$ cat src/rtl/psram_arb_pkg.sv
// Shared types and constants for the PSRAM bus arbiter: FSM states and the
// device-select / device-address split of the flat PSRAM address.
package psram_arb_pkg;

  typedef enum logic [1:0] {
    IDLE  = 2'd0,
    ISSUE = 2'd1,
    WAIT  = 2'd2,
    GAP   = 2'd3
  } psram_arb_state_e;

  localparam int PSRAM_DEV_NUM    = 4;
  localparam int PSRAM_NSS_W      = 2;
  localparam int PSRAM_DEV_ADDR_W = 23;

endpackage

$ cat src/rtl/psram_rr_arb.sv
// Combinational round-robin picker: first valid requester after the last
// granted index, wrapping. The pointer itself lives in the parent.
module psram_rr_arb #(
  parameter int NUM_REQ = 3,
  parameter int IDX_W   = (NUM_REQ > 1) ? $clog2(NUM_REQ) : 1
) (
  input  logic [NUM_REQ-1:0] valid_i,
  input  logic [IDX_W-1:0]   last_i,
  output logic [NUM_REQ-1:0] gnt_o,
  output logic [IDX_W-1:0]   idx_o,
  output logic               any_o
);

  always_comb begin
    int k;
    k     = 0;
    gnt_o = '0;
    idx_o = '0;
    any_o = 1'b0;
    for (int off = 1; off <= NUM_REQ; off++) begin
      k = (int'(last_i) + off) % NUM_REQ;
      if (!any_o && valid_i[k]) begin
        any_o    = 1'b1;
        gnt_o[k] = 1'b1;
        idx_o    = IDX_W'(k);
      end
    end
  end

endmodule

$ cat src/rtl/psram_bus_arb.sv
// Serialises word requests from several masters onto one QSPI PSRAM
// controller with round-robin fairness, CS-high gap and WAIT timeout.
module psram_bus_arb
  import psram_arb_pkg::*;
#(
  parameter int NUM_REQ     = 3,
  parameter int ADDR_WIDTH  = 25,
  parameter int DATA_WIDTH  = 32,
  parameter int CS_GAP_CYC  = 2,
  parameter int TIMEOUT_CYC = 1024
) (
  input  logic                              clk_i,
  input  logic                              rst_n_i,
  input  logic [NUM_REQ-1:0]                req_valid_i,
  output logic [NUM_REQ-1:0]                req_ready_o,
  input  logic [NUM_REQ*ADDR_WIDTH-1:0]     req_addr_i,
  input  logic [NUM_REQ-1:0]                req_we_i,
  input  logic [NUM_REQ*DATA_WIDTH-1:0]     req_wdata_i,
  input  logic [NUM_REQ*(DATA_WIDTH/8)-1:0] req_wstrb_i,
  output logic [NUM_REQ-1:0]                rsp_valid_o,
  output logic [DATA_WIDTH-1:0]             rsp_rdata_o,
  output logic                              rsp_err_o,
  output logic                              psram_valid_o,
  input  logic                              psram_ready_i,
  output logic [1:0]                        psram_nss_sel_o,
  output logic [22:0]                       psram_addr_o,
  output logic                              psram_we_o,
  output logic [DATA_WIDTH-1:0]             psram_wdata_o,
  output logic [DATA_WIDTH/8-1:0]           psram_wstrb_o,
  input  logic                              psram_done_i,
  input  logic [DATA_WIDTH-1:0]             psram_rdata_i,
  output logic                              psram_abort_o,
  output logic                              busy_o
);

  localparam int STRB_W = DATA_WIDTH / 8;
  localparam int IDX_W  = (NUM_REQ > 1) ? $clog2(NUM_REQ) : 1;
  localparam int TO_W   = (TIMEOUT_CYC > 1) ? $clog2(TIMEOUT_CYC) : 1;
  localparam int GAP_W  = (CS_GAP_CYC > 1) ? $clog2(CS_GAP_CYC) : 1;
  localparam logic [TO_W-1:0]  TO_LAST  = TO_W'(TIMEOUT_CYC - 1);
  localparam logic [GAP_W-1:0] GAP_LAST = GAP_W'((CS_GAP_CYC > 0) ? CS_GAP_CYC - 1 : 0);
  localparam logic [IDX_W-1:0] LAST_RST = IDX_W'(NUM_REQ - 1);

  psram_arb_state_e state_q, state_d;
  logic [IDX_W-1:0]            last_gnt_q, last_gnt_d;
  logic [PSRAM_NSS_W-1:0]      nss_q, nss_d;
  logic [PSRAM_DEV_ADDR_W-1:0] addr_q, addr_d;
  logic                        we_q, we_d;
  logic [DATA_WIDTH-1:0]       wdata_q, wdata_d;
  logic [STRB_W-1:0]           wstrb_q, wstrb_d;
  logic [TO_W-1:0]             to_cnt_q, to_cnt_d;
  logic [GAP_W-1:0]            gap_cnt_q, gap_cnt_d;
  logic [NUM_REQ-1:0]          rsp_valid_q, rsp_valid_d;
  logic [DATA_WIDTH-1:0]       rsp_rdata_q, rsp_rdata_d;
  logic                        rsp_err_q, rsp_err_d;

  logic [NUM_REQ-1:0]    arb_gnt;
  logic [IDX_W-1:0]      arb_idx;
  logic                  arb_any;
  logic [ADDR_WIDTH-1:0] sel_addr;
  logic                  sel_we;
  logic [DATA_WIDTH-1:0] sel_wdata;
  logic [STRB_W-1:0]     sel_wstrb;
  logic                  wait_exit;

  psram_rr_arb #(
    .NUM_REQ (NUM_REQ),
    .IDX_W   (IDX_W)
  ) u_rr_arb (
    .valid_i (req_valid_i),
    .last_i  (last_gnt_q),
    .gnt_o   (arb_gnt),
    .idx_o   (arb_idx),
    .any_o   (arb_any)
  );

  always_comb begin
    sel_addr  = '0;
    sel_we    = 1'b0;
    sel_wdata = '0;
    sel_wstrb = '0;
    for (int i = 0; i < NUM_REQ; i++) begin
      if (arb_gnt[i]) begin
        sel_addr  = req_addr_i[i*ADDR_WIDTH +: ADDR_WIDTH];
        sel_we    = req_we_i[i];
        sel_wdata = req_wdata_i[i*DATA_WIDTH +: DATA_WIDTH];
        sel_wstrb = req_wstrb_i[i*STRB_W +: STRB_W];
      end
    end
  end

  always_comb begin
    state_d       = state_q;
    last_gnt_d    = last_gnt_q;
    nss_d         = nss_q;
    addr_d        = addr_q;
    we_d          = we_q;
    wdata_d       = wdata_q;
    wstrb_d       = wstrb_q;
    to_cnt_d      = to_cnt_q;
    gap_cnt_d     = gap_cnt_q;
    rsp_valid_d   = '0;
    rsp_rdata_d   = '0;
    rsp_err_d     = 1'b0;
    req_ready_o   = '0;
    psram_valid_o = 1'b0;
    psram_abort_o = 1'b0;
    wait_exit     = 1'b0;

    case (state_q)
      IDLE: begin
        if (arb_any) begin
          req_ready_o = arb_gnt;
          last_gnt_d  = arb_idx;
          nss_d       = sel_addr[PSRAM_NSS_W+PSRAM_DEV_ADDR_W-1:PSRAM_DEV_ADDR_W];
          addr_d      = sel_addr[PSRAM_DEV_ADDR_W-1:0];
          we_d        = sel_we;
          wdata_d     = sel_wdata;
          wstrb_d     = sel_wstrb;
          state_d     = ISSUE;
        end
      end
      ISSUE: begin
        psram_valid_o = 1'b1;
        if (psram_ready_i) begin
          to_cnt_d = '0;
          state_d  = WAIT;
        end
      end
      WAIT: begin
        to_cnt_d = to_cnt_q + 1'b1;
        // Completion takes precedence over a timeout landing on the same cycle.
        if (psram_done_i) begin
          wait_exit   = 1'b1;
          rsp_rdata_d = we_q ? '0 : psram_rdata_i;
        end else if (to_cnt_q == TO_LAST) begin
          wait_exit     = 1'b1;
          psram_abort_o = 1'b1;
          rsp_err_d     = 1'b1;
        end
        if (wait_exit) begin
          for (int i = 0; i < NUM_REQ; i++) begin
            rsp_valid_d[i] = (last_gnt_q == IDX_W'(i));
          end
          gap_cnt_d = '0;
          state_d   = (CS_GAP_CYC == 0) ? IDLE : GAP;
        end
      end
      GAP: begin
        gap_cnt_d = gap_cnt_q + 1'b1;
        if (gap_cnt_q == GAP_LAST) begin
          state_d = IDLE;
        end
      end
      default: state_d = IDLE;
    endcase
  end

  always_ff @(posedge clk_i) begin
    if (!rst_n_i) begin
      state_q     <= IDLE;
      last_gnt_q  <= LAST_RST;
      nss_q       <= '0;
      addr_q      <= '0;
      we_q        <= 1'b0;
      wdata_q     <= '0;
      wstrb_q     <= '0;
      to_cnt_q    <= '0;
      gap_cnt_q   <= '0;
      rsp_valid_q <= '0;
      rsp_rdata_q <= '0;
      rsp_err_q   <= 1'b0;
    end else begin
      state_q     <= state_d;
      last_gnt_q  <= last_gnt_d;
      nss_q       <= nss_d;
      addr_q      <= addr_d;
      we_q        <= we_d;
      wdata_q     <= wdata_d;
      wstrb_q     <= wstrb_d;
      to_cnt_q    <= to_cnt_d;
      gap_cnt_q   <= gap_cnt_d;
      rsp_valid_q <= rsp_valid_d;
      rsp_rdata_q <= rsp_rdata_d;
      rsp_err_q   <= rsp_err_d;
    end
  end

  assign rsp_valid_o     = rsp_valid_q;
  assign rsp_rdata_o     = rsp_rdata_q;
  assign rsp_err_o       = rsp_err_q;
  assign psram_nss_sel_o = nss_q;
  assign psram_addr_o    = addr_q;
  assign psram_we_o      = we_q;
  assign psram_wdata_o   = wdata_q;
  assign psram_wstrb_o   = wstrb_q;
  assign busy_o          = (state_q != IDLE);

endmodule
$ cat config.mk
export PLATFORM = sky130hd
export DESIGN_NAME = psram_bus_arb
export DESIGN_NICKNAME = d
export VERILOG_FILES = /design/src/rtl/psram_arb_pkg.sv /design/src/rtl/psram_rr_arb.sv /design/src/rtl/psram_bus_arb.sv
export SDC_FILE = /design/constraint.sdc
export NUM_CORES = 1
export LEC_CHECK = 0
export ABC_AREA = 1
export BUFFER_PORTS_ARGS = -buffer_cell sky130_fd_sc_hd__buf_2
export CAP_MARGIN = 20
export CORE_AREA = 2 2 129 131
export CTS_CLUSTER_DIAMETER = 40
export DETAILED_ROUTE_END_ITERATION = 6
export DIE_AREA = 0 0 131 133
export HOLD_SLACK_MARGIN = 0.1
export PLACE_DENSITY = 0.74
export SKIP_LAST_GASP = 1
export SYNTH_ARGS = -nofsm -noshare
export SYNTH_HDL_FRONTEND = slang
export SYNTH_SLANG_ARGS = --single-unit
$ cat constraint.sdc
create_clock -name clk_i -period 2.35 [get_ports clk_i]
set_clock_uncertainty 0.15 [all_clocks]
set_input_delay 0.47 -clock clk_i [delete_from_list [all_inputs] [get_ports clk_i]]
set_output_delay 0.47 -clock clk_i [all_outputs]
set_load 0.005 [all_outputs]
==> metrics list, run 1 <==
- Signal arrival time at the worst endpoint: between 2000 and 2500 ps
* Worst Hold Launch: psram_rdata_i[12]
- First-pass GRT wire length: roughly 30000 um
- Setup Total Neg Slack: -4210 ps
- Most common cell after layout, fill and taps aside: sky130_fd_sc_hd__buf_2
- Max-capacitance violation count: 0
* Kind of end point of the critical path: output port
- CP Max Fanout: 5
* Number of cells traversed by the worst register-to-register path: 14
* Clock tree from TritonCTS: done
* IO Pins: ~330
- Width of the chip: about 130 um
- Measured along the y axis, the die boundary spans between 100 and 150 um.
- Pin count of the biggest net entering global routing: 64
* Fraction of the cycle the final worst path needs: 112%
- At the pin with the least slew margin, the transition time is between 500 and 600 ps.
- The min-delay analysis places its worst path in the category in -> reg.
- Measured against its own limit, the worst slew margin works out to between 60% and 70%.
* Commonest cells after routing, fill and taps aside: 327 x sky130_fd_sc_hd__buf_2, 218 x sky130_fd_sc_hd__nand2_1, 192 x sky130_fd_sc_hd__a21oi_1
- Synthesized netlist cell count: between 800 and 900
* Cell Pwr Density: ~1700 mW/mm^2
* Clock insertion delay at the later pin of the skew report: 410 ps
- # clock sinks: ~110
- Worst path setup slack after routing: -292 ps
* Failing checks: negative setup slack
* Placeable core region: 0.0162 mm^2
* Count of different cell masters after synthesis: 27
- The setup check on the worst reg-to-reg path leaves a slack of -100 ps.
- Root cell of the clock tree: sky130_fd_sc_hd__clkbuf_16
- STA classifies the critical path startpoint as a register.
* Mean number of vias per cell: 4.68
- Setup violation total in the final timing report: between 60 and 70
- Number of endpoints with negative hold slack in the final report: 0
- The detailed router finished its first iteration with between 200 and 300 violations.
* Worst hold stages: 3
* Global router's overall resource usage: between 20% and 30%
- The average instance in the mapped netlist occupies around 6.7 um^2.
- The synthesized design contains 113 register bits.
* Via count of the first global-routing pass: slightly above 6k
- The run finished, with violations left.
* Timing-limited maximum frequency: approximately 380 MHz
- Before CTS, the worst setup slack after placement is roughly 6.0 ps.
- Crit path kind: reg -> out
- Final-stage net count: approximately 1.4k
* Starting Density: between 30 and 40%
- The detailed router placed between 6k and 7k vias in this run.
- First-pass detailed-route iteration total: 4
- Synth warnings: 0
- When the netlist entered floorplanning its net count stood at about 1.1k.
- Clock H-tree levels: 4
- Port buffer count: ~330
- Routed Wire Length: between 15000 and 20000 um
- Cells fill 53.0% of the core in the end.
- CP Data Required Time: approximately 1700 ps
- Slew Limit Fails: 0
- In the final routed layout, each cell accounts on average for between 10 and 15 um.
- The routed design could run at a clock period as short as approximately 2600 ps.
- End point of the most critical hold path: rsp_rdata_o[12]
- Of the synthesized area, sequential elements account for 38.4%.
* Number of buffers between clock root and the deepest sink: 2
- VDD IR max: about 980 uV
- The floorplan has 47 rows.
- Total power for the finished layout comes to about 14 mW.
- Routability-driven placement finished with a final weighted congestion of between 0.8 and 0.9.
* Drc violations: 0
- Ratio of cells with drive above 1 in the final layout: 36.3%
* Area of the mapped netlist: slightly below 0.006 mm^2
- Residual antenna-violating net count after detailed routing: 0
* Setup repair after global routing missed its margin: yes
- Summed over all nets, the half-perimeter wirelength after detailed placement is between 10000 and 15000 um.
- The area growth from synthesis to layout is 45.3%.
* Number of clock buffers inserted by TritonCTS: 17
- In this run the critical register-to-register path is captured at psram_we_o.
* Clock-pin slew of the registers on the worst-case setup and hold paths: approximately 60 ps
* Residual overflow from global routing: 0
* Lkg Pwr: 4.67 nW
- Total Die Area: about 0.017 mm^2
- R2R Path Start: last_gnt_q[1]
* Filler cell count: approximately 1.6k
* Number of antenna violations at the first check in global routing: 3
routing by layer:
layer / global-route usage, % / share of wire [%] / vias up
li1: - / - / 3466
met1: 24.2 / 42 / 3000
met2: 37.0 / 48 / 292
met3: 6.31 / 7.9 / 30
met4: 8.04 / 2.1 / 0
met5: 0 / 0 / -
logic make-up after synthesis:
family	synth area share [%]
simple gates	26.9
compound gates	17.8
buf+inv	14.5
flops	38.4
fa+ha+maj	2.12
xor+xnor	0.297
Yosys cell counts, drive strengths merged:
library cell | count | area, um^2
a211oi | 1 | 7.51
clkbuf | 15 | 56.3
dfxtp | 113 | 2260
nor2 | 50 | 198
nand2 | 232 | 901
a21oi | 197 | 997
nand3 | 82 | 440
o21ai | 5 | 25.0
o221a | 1 | 11.3
inv | 126 | 473
a211o | 1 | 8.76
nor3 | 5 | 25.0
nand4 | 1 | 6.26
xor2 | 2 | 17.5
nor4 | 1 | 6.26
ha | 10 | 125
buf | 39 | 324
nand3b | 1 | 7.51
worst max-delay path, stage by stage, from the launching register on:
cell and delay, ps:
sky130_fd_sc_hd__dfxtp_2 360, sky130_fd_sc_hd__inv_4 50, sky130_fd_sc_hd__ha_4 310, sky130_fd_sc_hd__nand2_2 60
sky130_fd_sc_hd__nand3_2 80, sky130_fd_sc_hd__nand2_2 80, sky130_fd_sc_hd__nor2_4 170, sky130_fd_sc_hd__nand3_2 130
sky130_fd_sc_hd__nand2_4 90, sky130_fd_sc_hd__inv_4 40, sky130_fd_sc_hd__nor2_4 110, sky130_fd_sc_hd__buf_6 110
worst max-delay path by stage:
stage / startpoint / end / cells past startpoint
2_1_floorplan: last_gnt_q[0] / req_ready_o[1] / 12
3_3_place_gp: last_gnt_q[0] / req_ready_o[1] / 12
3_5_place_dp: last_gnt_q[1] / req_ready_o[1] / 12
4_1_cts: last_gnt_q[1] / req_ready_o[2] / 10
5_1_grt: last_gnt_q[0] / req_ready_o[1] / 11
6_report: last_gnt_q[1] / req_ready_o[1] / 11
flip-flops by register name, indices dropped and copies added, names as in the netlist:
signal           count
psram_addr_o        23
psram_nss_sel_o      2
state_q              2
psram_we_o           1
rsp_err_o            1
rsp_valid_o          3
last_gnt_q           2
psram_wdata_o       32
psram_wstrb_o        4
to_cnt_q            10
gap_cnt_q            1
rsp_rdata_o         32
cell type report:
type | count | area (um^2) | area share (%)
multi-input cells | 589 | 2910 | 34.0
flip-flops and latches | 113 | 2270 | 26.5
repair buffers | 366 | 2050 | 24.0
inverters | 126 | 485 | 5.67
clock buffers | 20 | 447 | 5.22
well taps | 220 | 275 | 3.21
clock inverters | 12 | 111 | 1.30
diodes | 4 | 10.0 | 0.117
power breakdown:
part,switching (mW),total [mW],internal (mW),leakage [nW]
clock,0.939,2.42,1.48,0.266
sequential,0.299,2.82,2.52,0.922
combinational,5.38,8.91,3.53,3.48
total,6.62,14.2,7.53,4.67
what timing repair did:
action / 4_1_cts / 5_1_grt
hold buffers: 2 / 0
endpoints found under the setup margin: 4 / 66
pin swaps: 7 / 16
endpoints found under the hold margin: 2 / 0
buffers inserted: 6 / 1
gates cloned: 0 / 0
gates resized for setup: 14 / 31
through the flow:
| stage | hold WS [ps] | std cells | cell area (um^2) |
|---|---|---|---|
| after CTS | 100 | 1445 | 8440 |
| after detailed placement | 301 | 1405 | 7780 |
| after floorplan | 287 | 882 | 5900 |
| after global routing | 104 | 1448 | 8560 |
| after global placement | 297 | 1405 | 7780 |
| final | 118 | 1450 | 8560 |
No activity file was read; power rests on OpenSTA's default activity.
==> run 2, diff against run 1 <==
--- a/config.mk
+++ b/config.mk
@@ -14,6 +14,7 @@
 export DIE_AREA = 0 0 131 133
 export HOLD_SLACK_MARGIN = 0.1
 export PLACE_DENSITY = 0.74
+export SETUP_SLACK_MARGIN = 0.2
 export SKIP_LAST_GASP = 1
 export SYNTH_ARGS = -nofsm -noshare
 export SYNTH_HDL_FRONTEND = slang
==> run 2 against run 1 <==
The run still ends with negative setup slack left. Final area increased by 6.6%. Worst setup slack lost 3.4 ps. Sequential share of layout area decreased by 1.7 points. Register-to-register slack hardly changed. Clock-buffer cell count shrank 3. Utilization increased by 3.5 points. Wire length rose by 8.9%. Clock power increased by 17%. Critical path type unchanged.
==> metrics list, run 2 (synthesis results as in run 1) <==
- CP Data Required Time: 1730 ps (about the same)
* IO Pins: 329 (unchanged)
- Leaving out fill and tap cells, the most frequent cell in the layout is sky130_fd_sc_hd__buf_2.
* Area used by multi-input combinational logic: 0.00296 mm^2 (+1.9%)
* Run status: finished, violations left
- Failing checks: negative setup slack
- The via count of the first global-routing pass was 6316 (+1.8%).
- Global-route track usage on met3: 6.19% (-0.12 points)
- The total length of routed wires is 21300 um (+8.9%).
* Max-Slew Margin vs Limit: 66.1% (+3.2 points)
- Residual antenna-violating net count after detailed routing: 0 (unchanged)
- The worst hold path belongs to the class in -> reg.
* Lkg Pwr: 4.94 nW (+5.8%)
- Initial drt markers: 376 (+29%)
- The final-layout setup total negative slack came to -4560 ps (-345 ps).
- In this run the most used layer during global routing was met2.
- GRT met2 Usage: 37.6% (+0.58 points)
- Mean number of vias per cell: 4.81 (+2.7%)
- Half-perimeter wire length after placement: 13800 um (-2.2%)
- The count of input and output buffers was 328 (unchanged).
* Worst path setup slack after routing: -295 ps (-3.38 ps)
- Root cell of the clock tree: sky130_fd_sc_hd__clkbuf_16
* Ratio of cells with drive above 1 in the final layout: 37.2% (+0.87 points)
- Routability congestion estimate from global placement: 0.908 (+2.9%)
* Width of the chip: 131 um (unchanged)
- The setup path with the least slack is of type reg -> out.
* Drc violations: 0 (unchanged)
- Pin count of the biggest net entering global routing: 43 (-33%)
- The number of fillers in the final layout is 1486 (-6.8%).
- First-pass detailed-route iteration total: 5 (+1)
- The max capacitance violation total is 0 (unchanged).
- Number of endpoints with negative hold slack in the final report: 0 (unchanged)
- Kind of end point of the critical path: output port
- Worst slew pin tran: 503 ps (-52.8 ps)
- Setup repair after global routing missed its margin: yes
* Worst hold slack across all endpoints: 120 ps (+1.47 ps)
- The met1 track demand over resource in global routing was 24.4% (+0.22 points).
- The area growth from synthesis to layout is 55.0%.
- Number of antenna violations at the first check in global routing: 0 (-3)
- In the layout the commonest cells are 327 x sky130_fd_sc_hd__buf_2, 220 x sky130_fd_sc_hd__nand2_1, 184 x sky130_fd_sc_hd__a21oi_1.
* VDD IR max: 880 uV (-10%)
- Critical Path Source Type: register
- The fraction of the cycle the final worst path needs came to 113% (+0.14 points).
* Row count: 47 (unchanged)
- The source-to-sink clock delay at the later pin of the worst-skew pair is 410 ps (about the same).
* # clock sinks: 113 (unchanged)
- Slew Limit Fails: 0 (unchanged)
- Number of clock buffers inserted by TritonCTS: 17 (unchanged)
* Post-Place Worst Slack: 29.3 ps (+23.3 ps)
* Global router's overall resource usage: 21.6% (+0.36 points)
- Placed Cells incl. Taps: 1399 (-0.43%)
- Final routed wire length divided by cell count: 14.4 um (+6.5%)
- Final-stage net count: 1484 (+2.5%)
* CP Max Fanout: 6 (+1)
- The total overflow reported by the global router came to 0 (unchanged).
- The detailed-route via count was 7123 (+4.9%).
* Timing-limited maximum frequency: 378 MHz (-0.13%)
- TritonCTS built the clock tree.
* Starting Density: 36.4% (unchanged)
- The core footprint came to 0.0162 mm^2 (unchanged).
* Final Critical Period: 2650 ps (+3.38 ps)
- Cell Pwr Density: 1740 mW/mm^2 (+5.4%)
* Clock-pin slew of the registers on the worst-case setup and hold paths: 60 ps (about the same)
* Total Die Area: 0.0174 mm^2 (unchanged)
- Setup violation total in the final timing report: 65 (+3.2%)
* Antenna Diode Count: 0 (-4)
- Number of buffers between clock root and the deepest sink: 2 (unchanged)
* Non-filler cells, final: 1482 (+2.2%)
* First-pass GRT wire length: 29700 um (+1.8%)
* Vertical die dimension: 133 um (unchanged)
- The overall power of the completed layout came to 15.9 mW (+12%).
* Signal arrival time at the worst endpoint: 2020 ps (about the same)
- The H-tree level count came to 4 (unchanged).
- The area occupied by registers is 0.00227 mm^2 (-0.11%).
## run 2: layout make-up
class | count | share of cell area (%)
Clock buffer | 17 | 4.66
Clock inverter | 15 | 2.44
Inverter | 126 | 5.32
Multi-Input combinational cell | 589 | 32.4
Sequential cell | 113 | 24.9
Tap cell | 220 | 3.01
Timing Repair Buffer | 402 | 27.3
## run 2: power by group
| part | internal (mW) | switching (mW) | total (mW) |
|---|---|---|---|
| Combinational | 4.26 | 6.02 | 10.3 |
| Sequential | 2.52 | 0.288 | 2.81 |
| Clock | 1.81 | 1.01 | 2.82 |
| Total | 8.59 | 7.31 | 15.9 |
## run 2: critical path, stage by stage, from the launching register on
cell and delay (ps):
sky130_fd_sc_hd__dfxtp_4 380, sky130_fd_sc_hd__inv_4 60, sky130_fd_sc_hd__ha_4 320, sky130_fd_sc_hd__inv_6 60, sky130_fd_sc_hd__nand3_4 70, sky130_fd_sc_hd__nand2_2 90
sky130_fd_sc_hd__nor2_4 180, sky130_fd_sc_hd__nand3_2 110, sky130_fd_sc_hd__nand2_4 100, sky130_fd_sc_hd__inv_4 40, sky130_fd_sc_hd__nor2_4 80, sky130_fd_sc_hd__buf_6 130
## run 2: path summary, 6_finish.rpt
check | from | end | slack (ps) | depth (start not counted)
setup reg to reg | last_gnt_q[0] | psram_addr_o[18] | -100 | 15
hold reg to reg | psram_addr_o[15] | psram_addr_o[15] | 310 | 2
hold / removal | psram_rdata_i[9] | rsp_rdata_o[9] | 120 | 3
setup / recovery | last_gnt_q[0] | req_ready_o[1] | -300 | 11
## run 2: layer usage
layer	wire, um	up-vias	part of all wire, %
met4	528	0	2.5
met1	8640	3202	41
met2	10300	340	48
met3	1880	38	8.8
met5	0	-	0
li1	-	3543	-
## run 2: timing repair
action	4_1_cts	5_1_grt
hold buffers	21	0
pin swaps	7	9
buffers inserted	14	10
cloned	1	5
resized for setup	16	37
endpoints found under the setup margin	68	77
endpoints found under the hold margin	21	0
## run 2: per-stage QoR
stage	util [%]	cell area (um^2)
global route	56.5	9130
floorplan	-	5920
detailed placement	48.0	7760
global placement	48.0	7760
CTS	54.5	8810
finish	56.5	9130
==> run 3, diff against run 2 <==
--- a/config.mk
+++ b/config.mk
@@ -8,12 +8,12 @@
 export ABC_AREA = 1
 export BUFFER_PORTS_ARGS = -buffer_cell sky130_fd_sc_hd__buf_2
 export CAP_MARGIN = 20
-export CORE_AREA = 2 2 129 131
+export CORE_AREA = 2 2 128 130
 export CTS_CLUSTER_DIAMETER = 40
 export DETAILED_ROUTE_END_ITERATION = 6
-export DIE_AREA = 0 0 131 133
+export DIE_AREA = 0 0 130 132
 export HOLD_SLACK_MARGIN = 0.1
-export PLACE_DENSITY = 0.74
+export PLACE_DENSITY = 0.72
 export SETUP_SLACK_MARGIN = 0.2
 export SKIP_LAST_GASP = 1
 export SYNTH_ARGS = -nofsm -noshare
==> constraint.sdc (replaced) <==
create_clock -name clk_i -period 3.4 [get_ports clk_i]
set_clock_uncertainty 0.15 [all_clocks]
set_input_delay 0.68 -clock clk_i [delete_from_list [all_inputs] [get_ports clk_i]]
set_output_delay 0.68 -clock clk_i [all_outputs]
set_load 0.005 [all_outputs]
==> run 3 against run 2 <==
The flow now finishes without violations. Highest routed layer unchanged. Wire length decreased by 9.7%. Final cell count is 4.3% lower. Combinational power decreased by 47%. Die area down 1.5%. Hold slack better by 190 ps. Via count is 6.4% lower. Largest power group unchanged. Clock power is 36% lower. Final area shrank 9.9%. Global-route usage down 0.36 points. Worst setup slack improved by 660 ps. Total power down 42%.
==> metrics list, run 3 (synthesis results as in run 1) <==
- Initial drt markers: 339 (-9.8%)
* Number of antenna violations at the first check in global routing: 2 (+2)
- Worst path setup slack after routing: 365 ps (+660 ps)
- The switching component of the power is 4.41 mW (-40%).
* Syn-to-layout area delta: 39.6%
- Number of clock buffers inserted by TritonCTS: 17 (unchanged)
- Routability congestion estimate from global placement: 0.853 (-6.0%)
- The overall die area came to 0.0172 mm^2 (-1.5%).
* Drc violations: 0 (unchanged)
* Signal arrival time at the worst endpoint: 2200 ps (+180 ps)
- CTS placed an instance of sky130_fd_sc_hd__clkbuf_16 at the clock tree root.
- The min-delay analysis places its worst path in the category reg -> reg.
* First-pass detailed-route iteration total: 5 (unchanged)
* Post-Place Worst Slack: 442 ps (+413 ps)
- The cell-internal power is 4.84 mW (-44%).
- The floorplan die width is 130 um (-0.76%).
* CP peak stage delay: 340 ps (-40 ps)
- The die span in y came to 132 um (-0.75%).
- Lkg Pwr: 4.52 nW (-8.6%)
* Via count of the first global-routing pass: 6101 (-3.4%)
- The flow ran to the end, and the final reports show no timing, DRC or antenna violations.
- The pin count of the biggest net entering global routing is 73 (+70%).
- Leaving out fill and tap cells, the most frequent cells in the layout are 328 x sky130_fd_sc_hd__buf_2, 226 x sky130_fd_sc_hd__nand2_1, 194 x sky130_fd_sc_hd__a21oi_1.
- The number of sinks handled by clock tree synthesis is 113 (unchanged).
* Setup repair after global routing missed its margin: no
- The count of input and output buffers came to 328 (unchanged).
- The maximum vdd ir drop was 781 uV (-11%).
- The number of setup violations in the final report came to 0 (-100%).
* Clock H-tree levels: 4 (unchanged)
- Final total power: 9.25 mW (-42%)
- The sequential power share was 21.0% (+3.3 points).
- The core footprint is 0.0157 mm^2 (-2.8%).
- CP Data Required Time: 2570 ps (+840 ps)
- Cell Pwr Density: 1120 mW/mm^2 (-35%)
- The number of rows in the core area was 46 (-2.1%).
- The share of layout cells above drive strength 1 was 33.2% (-4.0 points).
- The detailed-route via count came to 6664 (-6.4%).
- The count of pins on the block boundary is 329 (unchanged).
* Final-stage net count: 1422 (-4.2%)
- The total length of routed wires is 19300 um (-9.7%).
- Residual antenna-violating net count after detailed routing: 0 (unchanged)
- The initial cell density of the core came to 37.5% (+1.1 points).
- The number of placed cells counting well taps was 1381 (-1.3%).
* Number of endpoints with negative hold slack in the final report: 0 (unchanged)
- Half-perimeter wire length after placement: 13900 um (+1.0%)
- Logic pwr share: 59.5% (-5.1 points)
- Final routed wire length divided by cell count: 13.6 um (-5.7%)
- The worst-margin pin slew was 696 ps (+193 ps).
* CP Max Fanout: 4 (-2)
* Number of buffers added to fix hold violations after cts: 0 (-100%)
- Number of buffers between clock root and the deepest sink: 2 (unchanged)
- The clock group share of total power was 19.5% (+1.8 points).
- The number of pins exceeding their max-slew limit in the final report was 0 (unchanged).
* Kind of end point of the critical path: output port
- The source-to-sink clock delay at the later pin of the worst-skew pair is 410 ps (about the same).
* Worst hold slack across all endpoints: 310 ps (+191 ps)
- Timing-limited maximum frequency: 330 MHz
- The clock-pin slew on the worst setup and hold paths is 60 ps (about the same).
- Fraction of the cycle the final worst path needs: 89.3%
- Crit-path cells: inv_1 -> ha_2 -> inv_1 -> nand2_1 -> nand3_1 -> nand2_1 -> nand3_4 -> nand2_8 -> inv_2 -> nor2_2 -> buf_2
- The total routing resource utilization after global routing came to 21.3% (-0.36 points).
* Clock tree from TritonCTS: done
* Standard cell with the maximum stage delay on the critical path: sky130_fd_sc_hd__dfxtp_1
- Most common cell after layout, fill and taps aside: sky130_fd_sc_hd__buf_2
- The global-route wire length before repair is 28800 um (-3.0%).
* Max-Slew Margin vs Limit: 53.6% (-13 points)
* Max-capacitance violation count: 0 (unchanged)
* Non-filler cells, final: 1418 (-4.3%)
* Critical Path Source Type: register
* Residual overflow from global routing: 0 (unchanged)
- Setup Total Neg Slack: 0 ps (+4560 ps)
* Final Critical Period: just over 3000 ps
- Mean number of vias per cell: 4.70 (-2.2%)
- The worst setup path is of the reg -> out kind.
- Switching power share of the total: 47.7% (+1.7 points)
-- run 3: repair_timing --
action / 4_1_cts / 5_1_grt
endpoints found under the setup margin: 1 / 3
pin swaps: 2 / 0
resized for setup: 3 / 5
cloned: 1 / 0
buffers inserted: 2 / 0
-- run 3: area by class of cell --
| class | count | area (um^2) |
|---|---|---|
| tap | 216 | 270 |
| timing repair buffer | 339 | 1790 |
| fill | 1595 | 7490 |
| sequential | 113 | 2260 |
| antenna | 2 | 5.00 |
| multi-input combinational | 590 | 2830 |
| inverter | 126 | 473 |
| clock inverter | 13 | 150 |
| clock buffer | 19 | 453 |
-- run 3: power by group through the flow --
stage	logic (mW)	registers [mW]	clock network, mW
floorplan	4.23	1.99	0
global placement	5.31	1.95	0
detailed placement	5.34	1.96	0
CTS	5.48	1.94	1.86
global route	6.19	1.99	1.91
finish	5.50	1.94	1.81
-- run 3: final timing paths --
kind	startpoint	endpoint	slack (ps)	cells past startpoint
worst max-delay path	last_gnt_q[1]	req_ready_o[1]	370	11
worst min-delay path	psram_addr_o[18]	psram_addr_o[18]	310	2
worst max register to register	last_gnt_q[1]	psram_wdata_o[17]	620	14
worst min register to register	psram_addr_o[18]	psram_addr_o[18]	310	2
-- run 3: layer usage --
metal,vias to the layer above,share of wire [%],GRT usage [%]
met5,-,0,0
met1,2952,41,24.1
li1,3416,-,-
met3,29,7.8,5.84
met2,267,49,37.1
met4,0,2.7,9.02
-- run 3: critical path, delay by kind of cell, from the launching register on --
kind                     cells  cell delay, ps
adder cells (fa/ha/maj)      1             270
flip-flops                   1             340
buffers and inverters        4             420
AND/OR/NAND/NOR              6             760
-- run 3: through the flow --
step / cell area [um^2] / util [%]
finish: 8230 / 52.4
global route: 8230 / 52.4
CTS: 8210 / 52.2
detailed placement: 7560 / 48.1
global placement: 7560 / 48.1
floorplan: 5890 / -
